[config.mk]
export PLATFORM = sky130hd
export DESIGN_NAME = vec_mul_seq_ctrl
export DESIGN_NICKNAME = d
export VERILOG_FILES = /design/src/rtl/vec_mul_seq_ctrl.sv
export SDC_FILE = /design/constraint.sdc
export NUM_CORES = 1
export LEC_CHECK = 0
export ABC_AREA = 0
export BUFFER_PORTS_ARGS = -buffer_cell sky130_fd_sc_hd__buf_2
export CORE_ASPECT_RATIO = 0.75
export CORE_MARGIN = 5
export CORE_UTILIZATION = 59
export CTS_CLUSTER_DIAMETER = 50
export DETAILED_ROUTE_END_ITERATION = 12
export PLACE_DENSITY = 0.92
export SYNTH_ARGS = -nofsm -noshare
export SYNTH_HDL_FRONTEND = slang
export SYNTH_SLANG_ARGS = --single-unit
[constraint.sdc]
create_clock -name clk -period 8.67 [get_ports clk]
set_clock_uncertainty 0.2 [all_clocks]
set_input_delay 1.3005 -clock clk [delete_from_list [all_inputs] [get_ports clk]]
set_output_delay 1.3005 -clock clk [all_outputs]
set_load 0.005 [all_outputs]
[src/rtl/vec_mul_seq_ctrl.sv]
// ============================================================================
// vec_mul_seq_ctrl : weight fetch / reload / vector stream / result write-back
// sequencer for one vector-matrix job. Optional: VEC_MUL_SEQ_CYCLE_COUNT_EN.
// Rev 1.0
// ============================================================================
`default_nettype none

module vec_mul_seq_ctrl #(
  parameter int MATRIX_SIZE  = 16,
  parameter int UB_AW        = 10,
  parameter int RES_AW       = 10,
  parameter int W_AW         = 2,
  parameter int CNT_W        = 10,
  parameter int PIPE_LATENCY = 18
) (
  input  logic              clk,
  input  logic              rstn,
  input  logic              start,
  input  logic              abort,
  input  logic [CNT_W-1:0]  num_vec,
  input  logic [UB_AW-1:0]  ub_base,
  input  logic [RES_AW-1:0] res_base,
  input  logic [W_AW-1:0]   w_sel,
  output logic              busy,
  output logic              done,
  output logic              w_rd_en,
  output logic [W_AW-1:0]   w_addr,
  output logic              weight_reload,
  output logic              ub_rd_en,
  output logic [UB_AW-1:0]  ub_addr,
  output logic              res_we,
  output logic [RES_AW-1:0] res_addr
`ifdef VEC_MUL_SEQ_CYCLE_COUNT_EN
  ,
  output logic [15:0]       cycle_count
`endif
);

  typedef enum logic [2:0] {
    S_IDLE   = 3'd0,
    S_WFETCH = 3'd1,
    S_WLOAD  = 3'd2,
    S_STREAM = 3'd3,
    S_DRAIN  = 3'd4,
    S_DONE   = 3'd5
  } state_t;

  state_t                  r_state;
  logic [CNT_W-1:0]        r_vec_left;
  logic [PIPE_LATENCY-1:0] r_valid_sr;
  logic [PIPE_LATENCY-1:0] w_sr_next;
  logic                    w_sr_pending;
  logic [RES_AW-1:0]       r_res_ptr;

  if (PIPE_LATENCY < 1 || PIPE_LATENCY > 63 || MATRIX_SIZE < 1) begin : g_bad_param
    $error("vec_mul_seq_ctrl: PIPE_LATENCY must be 1..63");
  end

  // Bit i of the valid shift register is a read issued i+1 cycles ago, so the
  // MSB lines up exactly PIPE_LATENCY cycles after the ub_rd_en cycle.
  if (PIPE_LATENCY > 1) begin : g_sr_deep
    assign w_sr_next    = {r_valid_sr[PIPE_LATENCY-2:0], ub_rd_en};
    assign w_sr_pending = |r_valid_sr[PIPE_LATENCY-2:0];
  end else begin : g_sr_single
    assign w_sr_next    = ub_rd_en;
    assign w_sr_pending = 1'b0;
  end

  assign res_we   = r_valid_sr[PIPE_LATENCY-1];
  assign res_addr = r_res_ptr;

  always_ff @(posedge clk or negedge rstn) begin
    if (!rstn) begin
      r_state       <= S_IDLE;
      busy          <= 1'b0;
      done          <= 1'b0;
      w_rd_en       <= 1'b0;
      w_addr        <= '0;
      weight_reload <= 1'b0;
      ub_rd_en      <= 1'b0;
      ub_addr       <= '0;
      r_vec_left    <= '0;
      r_valid_sr    <= '0;
      r_res_ptr     <= '0;
    end else begin
      r_valid_sr    <= w_sr_next;
      if (res_we) begin
        r_res_ptr <= r_res_ptr + RES_AW'(1);
      end
      w_rd_en       <= 1'b0;
      weight_reload <= 1'b0;
      done          <= 1'b0;

      if (r_state != S_IDLE && abort) begin
        r_state    <= S_IDLE;
        busy       <= 1'b0;
        ub_rd_en   <= 1'b0;
        r_valid_sr <= '0;
      end else begin
        case (r_state)
          S_IDLE: begin
            if (start) begin
              busy       <= 1'b1;
              w_addr     <= w_sel;
              ub_addr    <= ub_base;
              r_res_ptr  <= res_base;
              r_vec_left <= num_vec - CNT_W'(1);
              if (num_vec == '0) begin
                r_state <= S_DONE;
                done    <= 1'b1;
              end else begin
                r_state <= S_WFETCH;
                w_rd_en <= 1'b1;
              end
            end
          end
          S_WFETCH: begin
            r_state       <= S_WLOAD;
            weight_reload <= 1'b1;
          end
          S_WLOAD: begin
            r_state  <= S_STREAM;
            ub_rd_en <= 1'b1;
          end
          S_STREAM: begin
            if (r_vec_left == '0) begin
              r_state  <= S_DRAIN;
              ub_rd_en <= 1'b0;
            end else begin
              ub_addr    <= ub_addr + UB_AW'(1);
              r_vec_left <= r_vec_left - CNT_W'(1);
            end
          end
          S_DRAIN: begin
            // Only the MSB may still be set here; that write is this cycle.
            if (!w_sr_pending) begin
              r_state <= S_DONE;
              done    <= 1'b1;
            end
          end
          S_DONE: begin
            r_state <= S_IDLE;
            busy    <= 1'b0;
          end
          default: begin
            r_state  <= S_IDLE;
            busy     <= 1'b0;
            ub_rd_en <= 1'b0;
          end
        endcase
      end
    end
  end

`ifdef VEC_MUL_SEQ_CYCLE_COUNT_EN
  always_ff @(posedge clk or negedge rstn) begin
    if (!rstn) begin
      cycle_count <= '0;
    end else if (r_state == S_IDLE && start) begin
      cycle_count <= '0;
    end else if (busy && cycle_count != 16'hFFFF) begin
      cycle_count <= cycle_count + 16'd1;
    end
  end
`endif

endmodule

`default_nettype wire
Yosys cells after proc, flatten, opt, wreduce, memory -nomap -nowiden --
Cells that the tools add are included.
Word-level totals: register bits 58, input bits 36, output and inout port bits 28, word-level logic and storage cells 76
Cells by class: add/subtract/negate cells 4, eq/ne operators 12, mux-type cells 34, bitwise logic cells 1, reduce and logical (&&, ||, !) cells 14
Operator list (number):
- $mux 10 | 8
- $pmux 10 s2 | 2
- $add 10x1->10 const B | 2
- $logic_not 10->1 | 2
- $sub 10x1->10 const B | 2
- $mux 18 | 1
- $reduce_or 17->1 | 1
- $mux 3 | 5
- $pmux 3 s5 | 1
- $mux 1 | 14
- $ne 3x3->1 const B | 3
- $reduce_or 4->1 | 2
- $eq 3x2->1 const B | 2
- $eq 3x3->1 const B | 2
- $reduce_and 3->1 | 2
- $ne 2x1->1 const B | 2
- $ne 2x2->1 const B | 2
- $pmux 1 s2 | 2
- $reduce_and 2->1 | 2
- $reduce_and 4->1 | 1
- $eq 3x1->1 const B | 1
- $logic_not 3->1 | 1
- $pmux 1 s3 | 1
- $reduce_bool 3->1 | 1
- 3 further kinds | 3

Depth between registers and ports, before layout --
Gate-level depths: netlist (run 1).
depth in word-level cells 5, mapped depth 11, depth with buffers taken out 7

Least setup slack after synthesis (run 1) --
Ideal clock, no wire load.
path kind input-to-reg, from input num_vec[7], to register r_vec_left[9], library setup time 0.133 ns, data arrival time 2.811 ns, data required time 8.337 ns, setup slack 5.526 ns, cell stages on the path 5, path buffers 0, cell sequence or4_1 > or4_1 > o41a_2 > a2111oi_4 > a211oi_1
On the way: word-level cells in the longest chain between the ends 3
RTL lines:
- start: declaration | line 20 | input logic [CNT_W-1:0] num_vec,
- $sub 10x1->10 | line 107 | r_vec_left <= num_vec - CNT_W'(1);
- $mux 10 | line 102 | if (start) begin
- $pmux 10 s2 | line 100 | case (r_state)
- end signal: assignment | line 107
- end signal: assignment | line 131 | r_vec_left <= r_vec_left - CNT_W'(1);
- end: declaration | line 49 | logic [CNT_W-1:0] r_vec_left;
Every way passes these cells. The select of a mux whose other input is x is not followed. A chain may end at the register's enable or synchronous reset.

Worst setup path after layout (run 1) --
from input start, to register r_vec_left[5]
On the way: word-level cells in the longest chain between the ends 2
RTL lines:
- start: declaration | line 18 | input logic start,
- $ne 2x2->1 (no source line)
- $reduce_and 4->1 (no source line)
Every way passes these cells.

==> summary.md, run 1 <==
| Metric | Value |
|---|---|
| Area Growth Syn to Fin | `18.6%` |
| Placed Instances | `441` |
| Tot GR Track Use | `0.224` |
| Worst-Margin Slew | `about 1000 ps` |
| Post-synth EDFFs | `0` |
| Worst R2R Setup Slack | `between 5000 and 6000 ps` |
| Starting DRT DRC Count | `between 300 and 400` |
| Largest net degree at the start of global routing | `between 50 and 60` |
| Core ar. | `0.00493 sq mm` |
| Vias per inst | `6.15` |
| Worst min path class | `register to register` |
| CP Capture Type | `register` |
| CTS root buf | `clkbuf_8` |
| CP peak stage delay | `690 ps` |
| Top post-synthesis cells by area | `dfrtp_1 (48%), nand2_1 (5.8%), o21ai_0 (5.3%)` |
| CTS tree | `done` |
| Setup-failing EPs final | `0` |
| Synth top cells by count | `dfrtp_1 (58), nand2_1 (47), o21ai_0 (32), nor2_1 (23)` |
| Post-DP HPWL | `4.93 mm` |
| DRC viols | `0` |
| Share of the synthesized area in the top cell type | `0.480` |
| WL final | `roughly 7.4 mm` |
| Post-DP Area | `about 0.0034 sq mm` |
| H-tree depth | `3` |
| Worst reg2reg path depth | `5` |
| Leakage | `1.62 nW` |
| VDD IR-drop max | `0.192 mV` |
| Post-Syn Area per Cell | `9.05 sq um` |
| Worst r2r dst | `r_vec_left[5]$_DFFE_PN0P_` |
| Clock slew at reported path FFs | `70 ps` |
| Global-route wire length before repair | `roughly 12 mm` |
| Tcrit/Tclk final | `0.360` |
| Rows | `22` |
| Clock buffer depth | `2` |
| Worst r2r src | `r_state[2]$_DFFE_PN0P_` |
| Number of buffers created by CTS | `9` |
| Sequential fraction of the synthesis area | `0.480` |
| Synth cell types | `47` |
| Final ANT Viol Nets | `0` |
| Synth async-reset ratio | `1.00` |
| Final Total Pwr | `1.17 mW` |
| Worst hold start | `r_valid_sr[2]$_DFF_PN0_` |
| Post-CTS setup buffers | `0` |
| GRT met2 Usage | `0.352` |
| Syn Inst Count | `334` |
| Ant. Diodes | `0` |
| Final net count | `431` |
| Mapped Area | `0.00302 sq mm` |
| Crit path from | `start` |
| MaxCap Viol Count | `0` |
| Worst Path Max Fanout | `26` |
| CP Class | `input pin to register` |
| Clk_lat worst skew | `around 330 ps` |
| Required time worst endpoint | `8690 ps` |
| Number of placed I/O pins | `64` |
| CP Capture Point | `r_vec_left[5]$_DFFE_PN0P_` |
| Status | `finished clean` |
| Grt met1 use | `0.296` |
| Utilization after layout | `0.727` |
| Final hold violation count | `0` |
| GR peak layer | `met2` |
| Vias | `about 2800` |
| RSZ-0062 raised after global routing | `false` |
| Buf/Inv on CP | `1` |
| Critical Path, Cell by Cell | `buf_2 > and3_1 > a21o_1 > o21ai_0 > a222oi_1` |
| Final Non-Filler Cells | `around 460` |
| Buffers on Ports | `63` |
| Grt met3 use | `0.0808` |
| Worst setup SP type | `input pin` |
| Net Count, Synth | `around 370` |
| Post-Route Setup TNS | `0 ps` |
| Pre-antenna DRT Iters | `6` |
| Initial antenna violation count | `0` |
| Die W | `about 93 microns` |
| Initial Utilization | `0.613` |
| Power Density | `about 330 mW/mm^2` |
| Post-CTS resize count | `0` |
| Top-count cell post-synth | `dfrtp_1` |
| Synth Flop Type | `dfrtp_1` |
| #FFs+latches synth | `58` |
| GP Congestion | `0.919` |
| Final Max Slew Viols | `0` |
| Number of global-route vias before repair | `2578` |
| CP arrival | `about 3100 ps` |
| Clk sinks | `between 50 and 60` |
| Die area | `0.00667 sq mm` |
| Die height | `72.0 microns` |
| Drt wl/cell | `~16 microns` |
| Rel. slew slack | `0.337` |
| Layout cells sized above 1 | `0.214` |
| Max Clock Freq | `about 320 MHz` |
| Period minus WS final | `~3100 ps` |
| Synth area leader | `dfrtp_1` |
| Yosys warning total | `0` |
| Hold buffer count at cts | `0` |
| Final instance area | `0.00358 sq mm` |
| CP max stage cell | `and3_1` |
| Crit path depth | `5` |
| Top delay family on crit path | `compound AO/OA/AOI/OAI gates` |
| Grt ovf | `0` |
==> routing by layer <==
layer  up-vias  part of all wire
met5         -                 0
met4         0             0.022
met3        28              0.10
met2       170              0.45
met1      1286              0.42
li1       1325                 -
==> through the flow <==
stage          setup slack, ps  hold WS [ps]
3_3_place_gp              5310           255
5_1_grt                   5340           293
3_5_place_dp              5260           259
2_1_floorplan             5530           244
6_report                  5550           275
4_1_cts                   5610           279
==> cells in the final DEF (no fill, tap or decap), types with 4 or more instances in the layout <==
cell type   n
nor4_1      6
or3_1       6
o21ai_0    32
dfrtp_1    58
or4_1       5
a21oi_1    18
buf_2      63
inv_1       4
xor2_1      7
nand3_1    15
a211oi_1    4
o22ai_1     5
and3_1      6
nor2_1     23
clkbuf_8   11
nand2_1    47
a31oi_1     6
nor3_1     11
mux2i_1     6
and2_1     18
==> area by class of cell <==
cell class / instances / area [sq um]
inverter: 4 / 15.0
tap: 60 / 75.1
sequential: 58 / 1450
timing repair buffer: 65 / 330
clock buffer: 12 / 155
multi-input combinational: 254 / 1480
fill: 340 / 1340
clock inverter: 4 / 73.8
==> power breakdown <==
part	leakage, nW	internal, mW	switching, mW
clock network	0.117	0.178	0.107
registers	0.727	0.372	0.118
logic	0.778	0.172	0.225
==> cells by family after synthesis <==
family                   share of synthesized area
AO/OA/AOI/OAI                                0.187
XOR/XNOR                                    0.0290
adder cells (fa/ha/maj)                     0.0157
buffers and inverters                       0.0290
flip-flops                                   0.480
multiplexers                                0.0199
AND/OR/NAND/NOR                              0.239
==> registers in the layout, indices dropped and copies added, names as in the netlist <==
name	cells
res_addr	10
r_valid_sr	18
ub_addr	10
busy	1
done	1
w_rd_en	1
weight_reload	1
r_state	3
ub_rd_en	1
r_vec_left	10
w_addr	2
==> how the worst min path moves through the flow <==
stage / endpoint / cells after the start
after floorplan: r_valid_sr[1]$_DFF_PN0_ / 1
after global placement: w_addr[0]$_DFFE_PN0P_ / 2
after detailed placement: r_valid_sr[2]$_DFF_PN0_ / 1
after CTS: r_valid_sr[2]$_DFF_PN0_ / 1
after global routing: r_valid_sr[1]$_DFF_PN0_ / 1
final: r_valid_sr[3]$_DFF_PN0_ / 1
(Power assumes the default switching activity.)
==> inputs of run 2 (changes only) <==
ABC_AREA = 1   (was 0)
CORE_UTILIZATION = 49   (was 59)
PLACE_DENSITY = 0.83   (was 0.92)
clock period = 2.5 ns   (was 8.67 ns; I/O delays follow)
==> run 2 against run 1 <==
  * Die area increased by 18%
  * Via count grew 2.1%
  * Critical path depth increased by 4
  * Total power grew to 3.6 times the previous value
  * Largest power group is now combinational logic
  * Critical endpoint unchanged
  * Utilization shrank 11 points
  * First-iteration DRC count decreased by 21%
  * Synthesized area increased by 0.25%
  * Non-clock buffer count grew 5
  * Combinational power grew to 4.2 times the previous value
  * Count of clock-buffer cells in the layout fell by 1
  * Clock power increased to 3.4 times the previous value
==> summary.md, run 2 <==
| Metric | Value |
|---|---|
| Status | `finished clean` |
| Clock buffer depth | `2 (unchanged)` |
| Initial antenna violation count | `0 (unchanged)` |
| Core ar. | `0.00592 sq mm (+20%)` |
| Vias | `2869 (+2.1%)` |
| Clock slew at reported path FFs | `70 ps (about the same)` |
| Final Hold Slack | `31.9 ps (-243 ps)` |
| Worst Path Max Fanout | `31 (+19%)` |
| Die W | `101 microns (+8.8%)` |
| Top delay family on crit path | `simple AND/OR/NAND/NOR gates` |
| Post-synth EDFFs | `0 (unchanged)` |
| Final hold violation count | `0 (unchanged)` |
| Buf/Inv on CP | `3 (+2)` |
| Final Max Slew Viols | `0 (unchanged)` |
| Synth cell types | `33 (-30%)` |
| Required time worst endpoint | `2520 ps (-6170 ps)` |
| #FFs+latches synth | `58 (unchanged)` |
| H-tree depth | `3 (unchanged)` |
| Share of the synthesized area in the top cell type | `0.479 (-0.00119)` |
| RSZ-0062 raised after global routing | `false` |
| GP Congestion | `0.989 (+7.6%)` |
| VDD IR-drop max | `0.454 mV (+140%)` |
| Synth top cells by count | `nand2_1 (96), nor2_1 (62), dfrtp_1 (58), inv_1 (53), o21ai_0 (26)` |
| Mapped Area | `0.00303 sq mm (+0.25%)` |
| Clk_lat worst skew | `340 ps (about the same)` |
| Fillers | `488 (+44%)` |
| Critical Path, Cell by Cell | `inv_2 > nand3_2 > nor2_1 > o21ai_1 > nand2_1 > buf_4 > inv_2 > nor2_1 > a21oi_1` |
| Power Density | `1150 mW/mm^2 (+250%)` |
| Initial Utilization | `0.512 (-0.101)` |
| Drt wl/cell | `13.1 microns (-19%)` |
| Starting DRT DRC Count | `240 (-21%)` |
| Synth Flop Type | `dfrtp_1` |
| Die height | `78.1 microns (+8.5%)` |
| Tot GR Track Use | `0.195 (-0.0288)` |
| Net Count, Synth | `437 (+17%)` |
| Global-route wire length before repair | `12.2 mm (+2.1%)` |
| MaxCap Viol Count | `0 (unchanged)` |
| Top post-synthesis cells by area | `dfrtp_1 (48%), nand2_1 (12%), nor2_1 (7.7%)` |
| Max Clock Freq | `445 MHz` |
| Area Growth Syn to Fin | `20.7%` |
| Max reg flops | `18 (unchanged)` |
| Final ANT Viol Nets | `0 (unchanged)` |
| Leakage | `1.87 nW (+15%)` |
| Synth area leader | `dfrtp_1` |
| CP peak stage delay | `430 ps (-260 ps)` |
| Tcrit/Tclk final | `0.899` |
| CP max stage cell | `dfrtp_1` |
| Number of global-route vias before repair | `2608 (+1.2%)` |
| Ant. Diodes | `0 (unchanged)` |
| Post-DP HPWL | `5.19 mm (+5.2%)` |
| Layout cells sized above 1 | `0.207 (-0.00692)` |
| Worst min path class | `input pin to register` |
| Yosys warning total | `0 (unchanged)` |
| CP Class | `register to register` |
| Synth async-reset ratio | `1.00 (unchanged)` |
| Post-Route Setup TNS | `0 ps (unchanged)` |
| Rel. slew slack | `0.708 (+0.372)` |
| Number of buffers created by CTS | `9 (unchanged)` |
| DRC viols | `0 (unchanged)` |
| CTS root buf | `clkbuf_8` |
| Setup-failing EPs final | `0 (unchanged)` |
| Clk sinks | `58 (unchanged)` |
| WL final | `7.20 mm (-2.4%)` |
| Vias per inst | `5.21 (-15%)` |
| Grt ovf | `0 (unchanged)` |
| Commonest non-fill, non-tap cell in the layout | `nand2_1` |
| Rows | `24 (+9.1%)` |
| Sequential fraction of the synthesis area | `0.479 (-0.00119)` |
| Number of placed I/O pins | `64 (unchanged)` |
| Largest net degree at the start of global routing | `59 (unchanged)` |
| Final net count | `507 (+18%)` |
| Die area | `0.00787 sq mm (+18%)` |
| Worst-Margin Slew | `437 ps (-555 ps)` |
| Worst setup SP type | `register` |
| CP arrival | `2260 ps (-880 ps)` |
| Period minus WS final | `2250 ps` |
| Pre-antenna DRT Iters | `5 (-1)` |
| Largest register by flop count | `r_valid_sr` |
| Top-count cell post-synth | `nand2_1` |
| Buffers on Ports | `63 (unchanged)` |
| Syn Inst Count | `398 (+19%)` |
| Most frequent cells in the layout | `nand2_1 (96), buf_2 (63), nor2_1 (62)` |
| CTS tree | `done` |
| CP Capture Type | `register` |
| Post-Syn Area per Cell | `7.61 sq um (-16%)` |
run 2: cell types whose count changed after synthesis, sizes merged, moves of 7 or more:
cell | before | now
inv | 4 | 55
clkbuf | 14 | 1
nor2 | 23 | 64
nand4 | 1 | 9
and2 | 18 | 0
nand2 | 47 | 100
nor4 | 7 | 0
run 2: cell families (layout without fill, tap and decap cells):
family	Yosys count	in the layout	synth area share
simple gates	201	201	0.279
mux	1	1	0.00330
xor+xnor	7	7	0.0202
buf+inv	66	141	0.0917
flops	58	58	0.479
fa+ha+maj	3	3	0.0124
compound gates	62	62	0.114
run 2: tightest hold or removal path: stages:
cell	delay, ps
buf_2	70
nand2_1	40
nand2_1	50
run 2: metrics by stage:
| step | cell area [sq um] | worst slack, ps | power, mW | instances | utilization |
|---|---|---|---|---|---|
| after floorplan | 3030 | 726 | 2.70 | 398 | - |
| after global placement | 3430 | 469 | 3.17 | 534 | 0.580 |
| after detailed placement | 3430 | 326 | 3.25 | 534 | 0.580 |
| after CTS | 3660 | 318 | 4.23 | 551 | 0.618 |
| after global routing | 3660 | 97.9 | 4.57 | 551 | 0.618 |
| final | 3660 | 254 | 4.21 | 551 | 0.618 |
run 2: area by class of cell:
class                   count  area [sq um]  area share
clock buffers              11           141      0.0387
clock inverters             5          77.6      0.0212
inverters                  55           206      0.0564
multi-input cells         274          1300       0.355
flip-flops and latches     58          1450       0.397
well taps                  78          97.6      0.0267
repair buffers             70           383       0.105
run 2: path summary, 6_finish.rpt:
kind                            cells past startpoint                   start                         to  slack, ps
worst max-delay path                                9  r_state[2]$_DFFE_PN0P_  r_vec_left[5]$_DFFE_PN0P_        250
worst min register to register                      2   w_addr[0]$_DFFE_PN0P_      w_addr[0]$_DFFE_PN0P_        270
worst min-delay path                                3                w_sel[0]      w_addr[0]$_DFFE_PN0P_         30
min in group asynchronous                           3                    rstn   r_valid_sr[11]$_DFF_PN0_        360
max in group asynchronous                           3                    rstn  r_vec_left[6]$_DFFE_PN0P_       1490
worst max register to register                      9  r_state[2]$_DFFE_PN0P_  r_vec_left[5]$_DFFE_PN0P_        250
run 2: repair_timing:
item	in CTS	in global routing
resized for setup	0	0
hold buffers	1	0
buffers inserted	0	0
hold endpoints to repair	58	0
setup endpoints to repair	0	0
run 2: where the power goes:
part           switching [mW]  total (mW)  internal (mW)  leakage, nW
Combinational            1.01        1.65          0.646         1.03
Clock                   0.375       0.960          0.585        0.109
Sequential              0.322        1.60           1.28        0.734
Total                    1.70        4.21           2.51         1.87
run 2: per-layer routing:
layer,vias up,part of all wire,GRT usage
met5,-,0,0
met4,0,0.024,0.0808
met3,18,0.099,0.0726
met2,137,0.44,0.285
met1,1304,0.44,0.263
li1,1410,-,-
==> inputs of run 3 (changes only) <==
REMOVE_ABC_BUFFERS = 1   (was not set)
==> run 3 against run 2 <==
  * Routed wire length up 2.5%
  * Non-clock buffer count is the same
  * Count of clock-buffer cells in the layout rose by 1
  * Total power grew 3.3%
  * Cell count stayed put
  * Critical path depth is 1 higher
  * Sequential power hardly changed
  * Worst hold slack barely moved
  * Sequential share of layout area decreased by 0.36 points
  * Global-route usage is 0.79 points higher
  * Critical path type unchanged
  * Highest routed layer unchanged
==> summary.md, run 3 (synthesis results as in run 2) <==
| Metric | Value |
|---|---|
| Layout cells sized above 1 | `0.207 (unchanged)` |
| MaxCap Viol Count | `0 (unchanged)` |
| Global-route wire length before repair | `12.6 mm (+3.6%)` |
| CP Class | `register to register` |
| Utilization after layout | `0.624 (+0.00571)` |
| Post-DP HPWL | `5.41 mm (+4.4%)` |
| Max reg flops | `18 (unchanged)` |
| Die height | `78.1 microns (unchanged)` |
| Largest register by flop count | `r_valid_sr` |
| Post-DP Area | `0.00343 sq mm (unchanged)` |
| Area Growth Syn to Fin | `21.9%` |
| Crit path depth | `10 (+1)` |
| Largest net degree at the start of global routing | `35 (-41%)` |
| Vias per inst | `5.17 (-0.66%)` |
| Post-CTS resize count | `0 (unchanged)` |
| Max Clock Freq | `477 MHz (+7.1%)` |
| Tot GR Track Use | `0.203 (+0.00791)` |
| Period minus WS final | `2100 ps (-149 ps)` |
| Core ar. | `0.00592 sq mm (unchanged)` |
| Worst setup SP type | `register` |
| Final ANT Viol Nets | `0 (unchanged)` |
| RSZ-0062 raised after global routing | `false` |
| Final instance area | `0.00369 sq mm (+0.92%)` |
| Tcrit/Tclk final | `0.839 (-0.0595)` |
| Final hold violation count | `0 (unchanged)` |
| Sequential power share | `0.367 (-0.012)` |
| Number of buffers created by CTS | `9 (unchanged)` |
| Rows | `24 (unchanged)` |
| Number of placed I/O pins | `64 (unchanged)` |
| Initial antenna violation count | `0 (unchanged)` |
| Die area | `0.00787 sq mm (unchanged)` |
| Post-Route Setup TNS | `0 ps (unchanged)` |
| Rel. slew slack | `0.599 (-0.109)` |
| Worst min path class | `input pin to register` |
| CP max stage cell | `dfrtp_1` |
| Cell repeated most along the worst path | `nand2_1` |
| Clk_lat worst skew | `340 ps (about the same)` |
| CTS tree | `done` |
| CP arrival | `2120 ps (-140 ps)` |
| CTS root buf | `clkbuf_8` |
| Final Max Slew Viols | `0 (unchanged)` |
| Die W | `101 microns (unchanged)` |
| Clk sinks | `58 (unchanged)` |
| Power Density | `1180 mW/mm^2 (+2.4%)` |
| Vias | `2850 (-0.66%)` |
| Pint | `2.64 mW (+5.3%)` |
| Clock buffer depth | `2 (unchanged)` |
| Status | `finished clean` |
| Worst Hold Depth | `3 (unchanged)` |
| DRC viols | `0 (unchanged)` |
| Setup-failing EPs final | `0 (unchanged)` |
| Sw power | `1.71 mW (+0.29%)` |
| Required time worst endpoint | `2520 ps (about the same)` |
| Commonest non-fill, non-tap cell in the layout | `nand2_1` |
| Combinational share of power | `0.381 (-0.012)` |
| GR peak layer | `met2` |
| Sw frac | `0.393 (-0.0118)` |
| Most frequent cells in the layout | `nand2_1 (96), buf_2 (63), nor2_1 (62)` |
| Pre-antenna DRT Iters | `5 (unchanged)` |
| Ant. Diodes | `0 (unchanged)` |
| Grt met1 use | `0.277 (+0.0140)` |
| GP Congestion | `0.872 (-12%)` |
| Worst Path Max Fanout | `12 (-61%)` |
| WL final | `7.38 mm (+2.5%)` |
| Grt met3 use | `0.0602 (-0.0124)` |
| Clock slew at reported path FFs | `70 ps (about the same)` |
| Critical Path, Cell by Cell | `nand2_2 > nor2_4 > nand2_1 > nand2_1 > ha_1 > nand2_1 > nor2_1 > nand3_1 > nand3_1 > o21ai_1` |
| Grt ovf | `0 (unchanged)` |
| Starting DRT DRC Count | `182 (-24%)` |
| Number of global-route vias before repair | `2702 (+3.6%)` |
| H-tree depth | `3 (unchanged)` |
| Clock power frac | `0.253 (+0.025)` |
| Worst reg2reg path depth | `10 (+1)` |
| Initial Utilization | `0.512 (unchanged)` |
| Top delay family on crit path | `simple AND/OR/NAND/NOR gates` |
| Final net count | `507 (unchanged)` |
| VDD IR-drop max | `0.403 mV (-11%)` |
| Drt wl/cell | `13.4 microns (+2.5%)` |
| Buf/Inv on CP | `0 (-3)` |
| CP Capture Type | `register` |
| Final Total Pwr | `4.35 mW (+3.3%)` |
| GRT met2 Usage | `0.311 (+0.0256)` |
| Buffers on Ports | `63 (unchanged)` |
| Worst-Margin Slew | `602 ps (+165 ps)` |
| Leakage | `1.89 nW (+0.72%)` |
| CP peak stage delay | `480 ps (+50 ps)` |
[run 3: cell types whose count changed in the layout (fill, tap and decap cells not counted), sizes merged]
| cell | before | now |
|---|---|---|
| bufinv | 2 | 3 |
| clkinv | 2 | 0 |
| clkbuf | 11 | 12 |
[run 3: layer usage]
| layer | up-vias | share of wire |
|---|---|---|
| met4 | 0 | 0.015 |
| li1 | 1407 | - |
| met5 | - | 0 |
| met2 | 105 | 0.46 |
| met3 | 10 | 0.079 |
| met1 | 1328 | 0.45 |
[run 3: layout make-up]
cell class,count,area (sq um)
clock inverter,4,97.6
timing repair buffer,70,383
sequential,58,1450
tap,78,97.6
multi-input combinational,274,1300
fill,521,2220
clock buffer,12,155
inverter,55,206
[run 3: power groups by stage]
stage | clock network (mW) | logic (mW) | registers, mW
4_1_cts | 1.12 | 1.67 | 1.59
3_5_place_dp | 0 | 1.65 | 1.60
3_3_place_gp | 0 | 1.60 | 1.58
6_report | 1.10 | 1.66 | 1.60
5_1_grt | 1.17 | 1.92 | 1.64
2_1_floorplan | 0 | 1.05 | 1.56
[run 3: timing repair]
action	CTS	global route
hold buffers	1	0
buffers inserted	0	0
endpoints found under the setup margin	0	0
endpoints found under the hold margin	24	0
[run 3: tightest hold or removal path, cell delays in order]
cell and delay [ps]:
buf_2 70, nand2_1 40, nand2_1 50
[run 3: stage by stage]
stage,worst slack (ps),hold WS (ps),cells
after floorplan,276,-121,387
after global placement,542,212,534
after detailed placement,430,213,534
after CTS,415,20.5,551
after global routing,135,25.9,551
final,402,32.1,551
[run 3: path summary, 6_finish.rpt]
kind	from	endpoint	slack, ps
max in group asynchronous	rstn	r_valid_sr[11]$_DFF_PN0_	1110
min reg2reg	w_addr[1]$_DFFE_PN0P_	w_addr[1]$_DFFE_PN0P_	280
max reg2reg	r_state[1]$_DFFE_PN0P_	r_vec_left[6]$_DFFE_PN0P_	400
max	r_state[1]$_DFFE_PN0P_	r_vec_left[6]$_DFFE_PN0P_	400
min in group asynchronous	rstn	w_addr[0]$_DFFE_PN0P_	390
min	w_sel[0]	w_addr[0]$_DFFE_PN0P_	30
